[config.mk]
export PLATFORM = sky130hd
export DESIGN_NAME = ps2_receiver_fifo
export DESIGN_NICKNAME = d
export VERILOG_FILES = /design/src/rtl/ps2_receiver_fifo.sv
export SDC_FILE = /design/constraint.sdc
export NUM_CORES = 1
export LEC_CHECK = 0
export CAP_MARGIN = 20
export CORE_ASPECT_RATIO = 0.75
export CORE_MARGIN = 2
export CORE_UTILIZATION = 55
export CTS_BUF_LIST = sky130_fd_sc_hd__clkbuf_8
export DETAILED_ROUTE_END_ITERATION = 6
export PLACE_DENSITY = 0.77
export SLEW_MARGIN = 0
export SYNTH_ARGS = -nofsm -noshare
export SYNTH_HDL_FRONTEND = slang
export SYNTH_SLANG_ARGS = --single-unit
[constraint.sdc]
create_clock -name clk_sys -period 3.8 [get_ports clk_sys]
set_input_delay 0.76 -clock clk_sys [delete_from_list [all_inputs] [get_ports clk_sys]]
set_output_delay 0.76 -clock clk_sys [all_outputs]
set_load 0.03 [all_outputs]
[src/rtl/ps2_receiver_fifo.sv]
// PS/2 device-to-host frame receiver feeding an 8-entry show-ahead byte FIFO.
// Bad or stalled frames are dropped with a one-cycle frame_err pulse.
module ps2_receiver_fifo #(
    parameter int TIMEOUT_CYCLES = 25000,
    parameter int FIFO_AW        = 3
) (
    input  logic       clk_sys,
    input  logic       clr,
    input  logic       ps2_clk,
    input  logic       ps2_data,
    input  logic       rd,
    output logic [7:0] data,
    output logic       ready,
    output logic       overflow,
    output logic       frame_err
);

    localparam int DEPTH = 1 << FIFO_AW;
    localparam int TO_W  = (TIMEOUT_CYCLES > 1) ? $clog2(TIMEOUT_CYCLES) : 1;
    localparam logic [TO_W-1:0] TO_LAST = TO_W'(TIMEOUT_CYCLES - 1);

    typedef enum logic {
        ST_IDLE,
        ST_RECV
    } state_t;

    logic [2:0]         clk_sync_reg;
    logic [2:0]         data_sync_reg;
    state_t             state_reg;
    logic [3:0]         bitcnt_reg;
    logic [8:0]         shift_reg;
    logic [TO_W-1:0]    to_cnt_reg;
    logic               frame_err_reg;

    logic [7:0]         mem_reg [DEPTH];
    logic [FIFO_AW-1:0] wp_reg;
    logic [FIFO_AW-1:0] rp_reg;
    logic [FIFO_AW:0]   count_reg;
    logic               overflow_reg;

    logic fe;
    logic bit_in;
    logic frame_done;
    logic frame_good;
    logic push_req;
    logic fifo_full;
    logic do_pop;
    logic do_push;

    // Bus idles high, so the synchronisers reset to 1 to avoid a false fall.
    always_ff @(posedge clk_sys) begin
        if (clr) begin
            clk_sync_reg  <= 3'b111;
            data_sync_reg <= 3'b111;
        end else begin
            clk_sync_reg  <= {clk_sync_reg[1:0], ps2_clk};
            data_sync_reg <= {data_sync_reg[1:0], ps2_data};
        end
    end

    assign fe     = (clk_sync_reg[2:1] == 2'b10);
    assign bit_in = data_sync_reg[2];

    // shift_reg holds {parity, data[7:0]} once bit 9 has been captured.
    assign frame_done = (state_reg == ST_RECV) && fe && (bitcnt_reg == 4'd10);
    assign frame_good = bit_in && (^shift_reg);
    assign push_req   = frame_done && frame_good;

    always_ff @(posedge clk_sys) begin
        if (clr) begin
            state_reg     <= ST_IDLE;
            bitcnt_reg    <= 4'd0;
            shift_reg     <= 9'd0;
            to_cnt_reg    <= '0;
            frame_err_reg <= 1'b0;
        end else begin
            frame_err_reg <= 1'b0;
            case (state_reg)
                ST_IDLE: begin
                    to_cnt_reg <= '0;
                    if (fe && !bit_in) begin
                        state_reg  <= ST_RECV;
                        bitcnt_reg <= 4'd1;
                    end
                end
                ST_RECV: begin
                    if (fe) begin
                        to_cnt_reg <= '0;
                        if (bitcnt_reg == 4'd10) begin
                            state_reg  <= ST_IDLE;
                            bitcnt_reg <= 4'd0;
                            if (!frame_good) begin
                                frame_err_reg <= 1'b1;
                            end
                        end else begin
                            shift_reg  <= {bit_in, shift_reg[8:1]};
                            bitcnt_reg <= bitcnt_reg + 4'd1;
                        end
                    end else if (to_cnt_reg == TO_LAST) begin
                        state_reg     <= ST_IDLE;
                        bitcnt_reg    <= 4'd0;
                        to_cnt_reg    <= '0;
                        frame_err_reg <= 1'b1;
                    end else begin
                        to_cnt_reg <= to_cnt_reg + 1'b1;
                    end
                end
                default: begin
                    state_reg <= ST_IDLE;
                end
            endcase
        end
    end

    // A pop in the same cycle frees the slot, so a full FIFO still accepts.
    assign fifo_full = count_reg[FIFO_AW];
    assign do_pop    = rd && (count_reg != '0);
    assign do_push   = push_req && (!fifo_full || do_pop);

    always_ff @(posedge clk_sys) begin
        if (do_push) begin
            mem_reg[wp_reg] <= shift_reg[7:0];
        end
    end

    always_ff @(posedge clk_sys) begin
        if (clr) begin
            wp_reg       <= '0;
            rp_reg       <= '0;
            count_reg    <= '0;
            overflow_reg <= 1'b0;
        end else begin
            if (do_push) begin
                wp_reg <= wp_reg + 1'b1;
            end
            if (do_pop) begin
                rp_reg <= rp_reg + 1'b1;
            end
            case ({do_push, do_pop})
                2'b10:   count_reg <= count_reg + 1'b1;
                2'b01:   count_reg <= count_reg - 1'b1;
                default: count_reg <= count_reg;
            endcase
            if (push_req && !do_push) begin
                overflow_reg <= 1'b1;
            end
        end
    end

    assign ready     = (count_reg != '0);
    assign data      = ready ? mem_reg[rp_reg] : 8'h00;
    assign overflow  = overflow_reg;
    assign frame_err = frame_err_reg;

endmodule
==> results of run 1 <==
[final cells by class]
cell class              count  share of cell area [%]
clock buffers              17                    4.36
clock inverters            15                    3.40
inverters                   9                   0.629
multi-input cells         212                    30.5
flip-flops and latches    114                    54.4
well taps                 108                    2.52
repair buffers             25                    4.19
[final timing paths]
| kind | to | slack [ns] | cells after the start |
|---|---|---|---|
| worst max register to register | count_reg[2] | 0.91 | 10 |
| worst min register to register | clk_sync_reg[1] | 0.41 | 1 |
| worst max-delay path | data[3] | 0.49 | 4 |
| worst min-delay path | clk_sync_reg[1] | 0.41 | 1 |
[power breakdown]
group          internal (µW)  switching [µW]  leakage [µW]  total (µW)
sequential              1290            1.06      0.000996        1290
clock                    652             513      0.000189        1160
combinational           7.40            9.61      0.000608        17.0
total                   1950             523       0.00179        2470
[synth_stat cells (all sizes together), types with 3 or more instances]
cell	number	area, µm²
nor3	6	35.0
xnor2	9	78.8
xor2	13	114
nand2	27	101
or2	7	43.8
ha	8	100
clkbuf	7	26.3
inv	9	33.8
o21ai	6	30.0
dfxtp	50	1000
mux4	16	360
nand3	5	25.0
and2	3	18.8
a21oi	16	80.1
edfxtp	64	1920
nor4	3	33.8
nor2	43	161
mux2i	12	124
nand2b	5	31.3
buf	7	40.0
or3	3	18.8
[logic make-up after synthesis]
kind of cell,after synthesis
AOI/OAI and AO/OA,32
xor gates and xnor gates,24
adders and majority gates,8
buffers and inverters,23
DFF,114
muxes,29
and+or+nand+nor,119
[stage by stage]
step	power [µW]	util, %	cell area, µm²	hold slack, ns
floorplan	1330	-	4660	0.389
finish	2470	64.3	5370	0.412
global placement	1340	59.4	4950	0.392
CTS	2490	64.3	5370	0.417
detailed placement	1340	59.4	4950	0.400
global route	2540	64.3	5370	0.425
[layer usage]
| layer | wire length (µm) | vias to the layer above | global-route usage, % |
|---|---|---|---|
| li1 | - | 1326 | - |
| met1 | 3990 | 1350 | 27.7 |
| met2 | 3580 | 60 | 26.7 |
| met3 | 467 | 8 | 7.10 |
| met4 | 87 | 0 | 7.50 |
| met5 | 0 | - | 0 |
==> metrics, run 1 <==
status finished clean; CP max stage delay 0.84 ns; IO Port Bufs 15; final wirelength 8130 µm; Initial DRC Count 140; Avg Cell Area, Syn 13.4 µm²; Worst EP arrival 2.55 ns; Worst Path Max Fanout 16; largest net degree at the start of global routing 34; period utilization 87.0%; routed vias/inst 5.49; power density over cell area 461 nW/µm²; setup bufs post-CTS 0; DR WL/cell 16.3 µm; Num CTS Buffers 17; max_slew headroom 46.6%; Total GRT Usage about a fifth; WP buf/inv 1; H-Tree Level Count 4; most common cell after layout, fill and taps aside edfxtp_1; clock latency on the worst-skew pair 0.43 ns; Die ar. 9230 µm²; Top-Level Pins 16; Die W 110 µm; ys flop type edfxtp_1; final max-slew violation count 0; Multi-input gate area 1640 µm²; Leakage 0.00179 µW; clk sink count 114; CTS root buf clkbuf_8; Non-Filler Instances 500; Crit Path Class reg -> out; maximum clock frequency around 300 MHz; Post-Syn Area 4660 µm²; DP Wirelength 5360 µm; VDD IR max 0.380 mV; PnR worst setup slack 0.492 ns; clock period minus worst slack 3.31 ns; CTS tree built; Die Height 83.7 µm; final-report setup violation count 0; main combinational cell family by area after synthesis simple AND/OR/NAND/NOR gates; hold_buf cts 0; DRC 0; R2R Path Start shift_reg[2]; leading cell types in the layout, fill and taps excluded edfxtp_1, dfxtp_1, nor2_1; synth unique cells 50; Req. time, crit path 3.04 ns; detailed-route via count 2744; Top Family by Delay on Critical Path flip-flops; starting density of the core 55.8%; share of layout cells above drive strength 1 between 15 and 20%; Place WS ~0.47 ns; vias in the first global route 2607; Yosys reg bits 114; max-cap violation count 0; register area share after synthesis 62.7%; antenna violations before repair 0; Worst-path clk slew 0.07 ns; Post-synth ARST share 0%; CP Capture Type output port; Min-Delay Path Class reg -> reg; number of placement rows 29; Final TNS setup 0 ns; post-route antenna net violation count 0; FF+latch area roughly 2900 µm²; Slew @ Worst Pin 0.800 ns; post_cts resized 0; Bufs on Longest Clock Path 2; mux cell area share after synthesis 10.6%; GR Overflow Total 0; Synth Area in Adders 2.15%; Post-Synth XOR/XNOR Area 5.10%; drt pass-1 iters 4; P&R area growth vs syn 15.3%; placed instance count 468; simple-gate share of the synthesized area 12.9%; antenna cells 0; number of flip-flops in the largest register 64; Setup Skew 0.0138 ns; Hold Startpoint clk_sync_reg[0]; Synth Area in Compound Gates 4.32%; GPL Wtd Cong 0.789; core area between 8000 and 9000 µm²; number of synthesized flops with an enable pin 64; RSZ-0062 raised after global routing no; layout net count 392; first-pass GRT wire length 13000 µm; Gate Count Post-Synth around 350; syn_nets 362; CP startpoint kind flip-flop; Worst path slowest cell dfxtp_1; Yosys warning count 0; final hold violations 0; crit-path cells mux4_2 -> mux2i_1 -> nor2_1 -> clkdlybuf4s50_1; fillcell total 620
Note: power is estimated with default switching activity, not from simulation.
==> inputs of run 2 (changes only) <==
Clock period 3.8 ns to 3.9 ns, I/O delays scaled along.
==> run 2 against run 1 <==
  * Final cell count decreased by 0.60%
  * Register-to-register slack about the same
  * Hold slack got worse by 0.0026 ns
  * Cell area decreased by 0.96%
  * Clock skew decreased by 0.0041 ns
  * Global-route usage increased by 1.2 points
  * Critical path type unchanged
==> metrics, run 2 (synthesis results as in run 1) <==
status finished clean; power density over cell area about 440 nW/µm²; RSZ-0062 raised after global routing no; setup bufs post-CTS 0; Die W 110 µm; CP startpoint kind flip-flop; final hold violations 0; hold_buf cts 0; worst reg-to-reg setup slack 0.92 ns; Initial DRC Count between 200 and 250; share of layout cells above drive strength 1 15.7%; core area 8350 µm²; Die Height about 84 µm; most common cell after layout, fill and taps aside edfxtp_1; vias in the first global route 2669; number of placement rows 29; placed instance count 466; Worst-path clk slew approximately 0.060 ns; crit-path cells mux4_2 -> mux2i_1 -> nor2_1 -> clkdlybuf4s50_1; Crit Path Class reg -> out; max-cap violation count 0; Num CTS Buffers 17; post_cts resized 0; number of flip-flops in the largest register 64; DP Wirelength 5650 µm; Die ar. 9230 µm²; H-Tree Level Count 4; maximum clock frequency 301 MHz; drt pass-1 iters 5; Req. time, crit path 3.12 ns; GR Overflow Total 0; hold-critical path endpoint clk_sync_reg[1]; largest net degree at the start of global routing 34; IO Port Bufs 15; starting density of the core 55.8%; CTS tree built; Leakage 0.00178 µW; VDD IR max 0.223 mV; Non-Filler Instances approximately 500; Final TNS setup 0 ns; final max-slew violation count 0; final-report setup violation count 0; max_slew headroom 45.9%; overall power around 2300 µW; Hold Startpoint clk_sync_reg[0]; CP Capture Type output port; clock latency on the worst-skew pair 0.42 ns; routed vias/inst 5.60; PnR worst setup slack 0.575 ns; Top-Level Pins 16; DR WL/cell 16.9 µm; Min-Delay Path Class reg -> reg; clock period minus worst slack 3.32 ns; P&R area growth vs syn 14.2%; detailed-route via count between 2k and 3k; antenna violations before repair 0; GPL Wtd Cong 0.790; Worst path slowest cell dfxtp_1; Critical R2R Capture count_reg[2]; Bufs on Longest Clock Path 2; leading cell types in the layout, fill and taps excluded edfxtp_1, dfxtp_1, nor2_1; clk sink count 114; CP max stage delay slightly above 0.8 ns; R2R Path Start shift_reg[1]; Worst Path Max Fanout 16; layout net count 390; final wirelength 8400 µm; Worst EP arrival 2.54 ns; Setup Skew around 0.0097 ns; Total GRT Usage 20.4%; Place WS between 0.5 and 0.6 ns; Hold Crit Depth 1; CTS root buf clkbuf_8; DRC 0; post-route antenna net violation count 0; antenna cells 0; final hold slack approximately 0.41 ns; first-pass GRT wire length 13700 µm; Slew @ Worst Pin a little over 0.8 ns; period utilization 85.3%; Worst Reg-to-Reg Cells 10
run 2: cell types whose count changed in the layout (fill, tap and decap cells not counted), sizes merged:
cell / before / now
clkinv: 3 / 8
clkinvlp: 6 / 3
inv: 12 / 9
buf: 10 / 8
run 2: worst max-delay path by stage:
stage                     slack (ns)          from            to  cells after the start
final                           0.58     flip-flop       data[2]                      4
after global routing            0.46     flip-flop       data[2]                      4
after CTS                       0.54     flip-flop       data[2]                      4
after detailed placement        0.55            rd  count_reg[2]                     11
after global placement          0.64            rd  count_reg[2]                     11
after floorplan                 1.11  count_reg[1]  count_reg[2]                     12
run 2: per-layer routing:
layer / track usage [%] / wire, µm / vias to the layer above
met1: 28.7 / 3970 / 1393
li1: - / - / 1327
met4: 8.98 / 96 / 0
met3: 5.85 / 378 / 8
met5: 0 / 0 / -
met2: 29.7 / 3950 / 55
run 2: power breakdown:
part	leakage, µW	switching, µW	total, µW	internal [µW]
Combinational	0.000597	9.45	16.7	7.22
Sequential	0.000996	1.02	1260	1260
Clock	0.000185	445	1060	612
run 2: cell type report:
| class | instances | area, µm² |
|---|---|---|
| Clock inverter | 14 | 146 |
| Fill cell | 622 | 3030 |
| Tap cell | 108 | 135 |
| Inverter | 9 | 33.8 |
| Multi-Input combinational cell | 212 | 1640 |
| Clock buffer | 17 | 234 |
| Sequential cell | 114 | 2920 |
| Timing Repair Buffer | 23 | 210 |
run 2: stage by stage:
stage / utilization (%) / cell area [µm²]
2_1_floorplan: - / 4660
3_3_place_gp: 59.2 / 4940
3_5_place_dp: 59.2 / 4940
4_1_cts: 63.7 / 5320
5_1_grt: 63.7 / 5320
6_report: 63.7 / 5320
run 2: worst max-delay path, delay by kind of cell, from the launching register on:
kind	cells	cell delay, ns
flops	1	0.82
mux	2	0.63
buf+inv	1	0.61
simple gates	1	0.06
==> inputs of run 3 (changes only) <==
Settings changed: SKIP_CTS_REPAIR_TIMING from default to 1.
==> results of run 3 <==
No change in the layout: final DEF, timing and power equal those of run 2.
